==> src/rtl/rv32i_types.sv <==
// Shared RV32I pipeline types: the fetch/decode stage register and the
// instruction-queue storage entry.
package rv32i_types;

  localparam int IQ_DEPTH = 16;

  typedef struct packed {
    logic [31:0] inst;
    logic [31:0] pc;
    logic [63:0] order;
    logic        valid;
  } if_id_stage_reg_t;

  typedef struct packed {
    logic [31:0] inst;
    logic [31:0] pc;
    logic [63:0] order;
  } iq_entry_t;

endpackage

==> src/rtl/inst_queue.sv <==
// Circular fetch-to-decode instruction FIFO.
// Each enqueued packet is stamped with a 64-bit retire order.
module inst_queue
  import rv32i_types::*;
#(
  parameter int DEPTH = IQ_DEPTH,
  localparam int PTR_W = $clog2(DEPTH)
) (
  input  logic             clk,
  input  logic             rst_n,
  input  logic             enq_valid,
  input  logic [31:0]      enq_inst,
  input  logic [31:0]      enq_pc,
  output logic             enq_ready,
  input  logic             deq_ready,
  output if_id_stage_reg_t deq_data,
  output logic             deq_valid,
  input  logic             flush,
  input  logic [63:0]      flush_order,
  output logic [PTR_W:0]   count
);

  localparam logic [PTR_W:0] PTR_ONE = {{PTR_W{1'b0}}, 1'b1};

  // Pointer MSB is the wrap bit; low bits index storage.
  logic [PTR_W:0] head_ptr;
  logic [PTR_W:0] tail_ptr;
  logic [63:0]    order_ctr;
  iq_entry_t      mem [DEPTH];

  logic empty;
  logic full;
  logic enq_fire;
  logic deq_fire;

  assign empty    = (head_ptr == tail_ptr);
  assign full     = (head_ptr[PTR_W-1:0] == tail_ptr[PTR_W-1:0]) &&
                    (head_ptr[PTR_W] != tail_ptr[PTR_W]);
  assign enq_ready = ~full;
  assign deq_valid = ~empty;
  assign enq_fire  = enq_valid & ~full & ~flush;
  assign deq_fire  = ~empty & deq_ready & ~flush;
  assign count     = tail_ptr - head_ptr;

  always_ff @(posedge clk) begin
    if (!rst_n) begin
      head_ptr  <= '0;
      tail_ptr  <= '0;
      order_ctr <= '0;
    end else if (flush) begin
      head_ptr  <= '0;
      tail_ptr  <= '0;
      order_ctr <= flush_order;
    end else begin
      if (enq_fire) begin
        tail_ptr  <= tail_ptr + PTR_ONE;
        order_ctr <= order_ctr + 64'd1;
      end
      if (deq_fire) begin
        head_ptr <= head_ptr + PTR_ONE;
      end
    end
  end

  // Storage is deliberately left unreset; validity comes from the pointers.
  always_ff @(posedge clk) begin
    if (enq_fire) begin
      mem[tail_ptr[PTR_W-1:0]] <= '{inst: enq_inst, pc: enq_pc, order: order_ctr};
    end
  end

  always_comb begin
    deq_data = '0;
    if (!empty) begin
      deq_data.inst  = mem[head_ptr[PTR_W-1:0]].inst;
      deq_data.pc    = mem[head_ptr[PTR_W-1:0]].pc;
      deq_data.order = mem[head_ptr[PTR_W-1:0]].order;
      deq_data.valid = 1'b1;
    end
  end

endmodule

==> config.mk <==
export PLATFORM = sky130hd
export DESIGN_NAME = inst_queue
export DESIGN_NICKNAME = d
export VERILOG_FILES = /design/src/rtl/rv32i_types.sv /design/src/rtl/inst_queue.sv
export SDC_FILE = /design/constraint.sdc
export NUM_CORES = 2
export LEC_CHECK = 0
export ABC_CLOCK_PERIOD_IN_PS = 22300
export BUFFER_PORTS_ARGS = -buffer_cell sky130_fd_sc_hd__buf_4
export CAP_MARGIN = 20
export CORE_MARGIN = 8
export CORE_UTILIZATION = 60
export CTS_CLUSTER_DIAMETER = 100
export DETAILED_ROUTE_END_ITERATION = 10
export GPL_TIMING_DRIVEN = 0
export PLACE_DENSITY = 0.77
export SYNTH_ARGS = -nofsm -noshare
export SYNTH_HDL_FRONTEND = slang
export SYNTH_SLANG_ARGS = --single-unit
==> constraint.sdc <==
create_clock -name clk -period 22.3 [get_ports clk]
set_input_delay 4.46 -clock clk [delete_from_list [all_inputs] [get_ports clk]]
set_output_delay 4.46 -clock clk [all_outputs]
set_load 0.005 [all_outputs]
==> flow_summary.yaml <==
drt:
  vias: 43000
  drt_wl_total_mm: 225
  routed_via_density: 6.91
  dr.pass1.iters: 6
  drc_errors: 0
  ant_nets: 0
  drt_iter0_markers: 6808
  wl_per_cell_um: 36.1
placed_design:
  placed_area_um2: 89000
  gp_congestion: 0.897
  post-dp-hpwl_mm: 137
  dp.cells: 5810
  port_buffers: 267
sta:
  slew_violations: 0
  skew_ps: 22.6
  tns_ps: 0
  tightest_slew_ps: 1130
  fmax_mhz: 108
  hold_viol: 0
  relSlewSlack_pct: 24.9
  setup_viol: 0
  post-route-min-period_ps: 9240
  final.period_utilization_pct: 41.4
  rsz0062_at_grt: "no"
synthesis:
  synth_ff_type: "edfxtp_1"
  synth_seq_area_share_pct: 76.8
  synth_edf_count: 2048
  yosys_warnings: 0
  synth_area_leaders: "edfxtp_1 75%, mux4_2 18%, dfxtp_1 1.9%, and2_1 1.0%, clkbuf_1 0.66%"
  syn_area_um2: 82100
  synth-async-reset-ratio_pct: 0
  ys_types: 49
  synth_top_area_share_pct: 74.9
  synth_top_cells_by_count: "2048 x edfxtp_1, 640 x mux4_2, 144 x clkbuf_1, 133 x and2_1, 78 x dfxtp_1"
  ys_ff_latch: 2126
  syn_inst: 3598
  syn_area_per_cell_um2: 22.8
  synth_top_area_cell: "edfxtp_1"
  yosysMostFrequentCell: "edfxtp_1"
  syn_nets: 3742
power_and_ir_drop:
  ir_worst_vdd_uv: 88.3
  power_mw: 8.01
  leakage_nw: 29.7
  power_density_nw_per_um2: 83.6
min_path:
  hp-class: "register to register"
worst_setup_path:
  r2r_slack_ps: 17910
  cp-start-kind: "register"
  path_class: "register to primary output"
  arrival_ps: 4780
  cp.required_ps: 17840
  worstSetupEndpointType: "primary output"
  crit_fanout: 10
floorplan:
  start_util_pct: 60.5
  ios: 269
  rows: 135
  core_area_um2: 136000
  die_area_um2: 149000
  die_y_um: 386
  fp.dieW_um: 386
cells_and_area:
  final_core_util_pct: 70.7
  final_cells: 6225
  final_area_um2: 95800
  nFillCells: 7506
  syn_to_final_growth_pct: 16.8
  final_layout_size_suffix_gt1_share_pct: 31.8
  final_nets: 4410
clock_tree:
  h-tree-depth: 4
  clkLatencyLatePin_ps: 840
  cts_tree: "built"
  cts_made_buffers: 201
  clkSinkCount: 2126
  ctsResizeCount: 0
  path_clk_slew_ps: 60
  clock_path_buffers: 3
  cts_root_buf: "clkbuf_16"
  cts_hold_buf: 0
  post-cts-setup-buffers: 0
run_status:
  run_status: "finished, final reports clean"
grt:
  grt_util_all_layers_pct: 30.2
  grt_pass1_wl_mm: 317
  antenna_found_initial: 14
  grt_overflow: 0
  grt_max_degree: 25
  first_global_vias: 44300
job:
  maxCapViolCount: 0
kinds of logic after synthesis:
family,share of synthesized area [%]
AO/OA/AOI/OAI,1.02
flip-flops,76.8
buffers and inverters,1.01
XOR/XNOR,0.512
AND/OR/NAND/NOR,2.82
multiplexers,17.6
adder cells (fa/ha/maj),0.177
per-layer routing:
layer  vias up  part of all wire, %  track usage (%)
li1      16700                    -                -
met1     22400                   35             40.5
met2      3428                   49             48.3
met3       578                   12             6.98
met4         4                  4.3             12.8
met5         -                0.012                0
cell usage in the layout (no fill, tap or decap), drive strengths merged, types with 27 or more instances in the layout:
| master | netlist | routed |
|---|---|---|
| a21oi | 33 | 33 |
| and2 | 133 | 133 |
| buf | 56 | 521 |
| clkbuf | 144 | 415 |
| clkinv | 1 | 69 |
| dfxtp | 78 | 78 |
| edfxtp | 2048 | 2048 |
| mux4 | 640 | 640 |
| nand2 | 58 | 58 |
| nand3 | 33 | 33 |
| nand4 | 31 | 31 |
| nor2 | 48 | 48 |
| nor4 | 27 | 27 |
| o21ai | 61 | 61 |
| xnor2 | 40 | 40 |
per-stage QoR:
stage / setup WS (ps) / hold WS [ps]
floorplan: 7700 / 516
global placement: -3920 / 543
detailed placement: 13960 / 557
CTS: 12880 / 571
global route: 12920 / 598
finish: 13060 / 571
final timing paths:
check | endpoint | cells after the start | startpoint
min reg2reg | head_ptr[4] | 3 | head_ptr[3]
max reg2reg | mem[0][80] | 12 | tail_ptr[0]
min | head_ptr[4] | 3 | head_ptr[3]
max | deq_data[100] | 8 | register
critical path: stages (launching register included):
cell and delay [ps]:
dfxtp_1 330, clkbuf_1 350, clkbuf_1 700, buf_8 260
buf_1 800, mux4_2 630, mux4_2 540, and2_1 200
buf_4 130
final cells by class:
type                       count  area, um2  area share [%]
antenna                       15       37.5          0.0392
buffer                       200        767           0.800
clock buffer                 271       5370            5.61
clock inverter                95        890           0.928
inverter                      18       67.6          0.0705
multi-input combinational   1254      18300            19.1
sequential                  2126      63100            65.8
tap                         1781       2230            2.33
timing repair buffer         465       5130            5.35
flip-flops by register name, indices dropped and copies added, names as in the netlist, named ones only:
name / cells
mem: 2048
order_ctr: 64
head_ptr: 5
tail_ptr: 5
power breakdown:
part	leakage [nW]	internal [mW]	switching (mW)	total (mW)
Combinational	7.38	0.107	0.133	0.240
Sequential	19.3	4.41	0.0574	4.46
Clock	3.04	1.83	1.47	3.31
Total	29.7	6.35	1.66	8.01
Note: power is estimated with default switching activity, not from simulation.
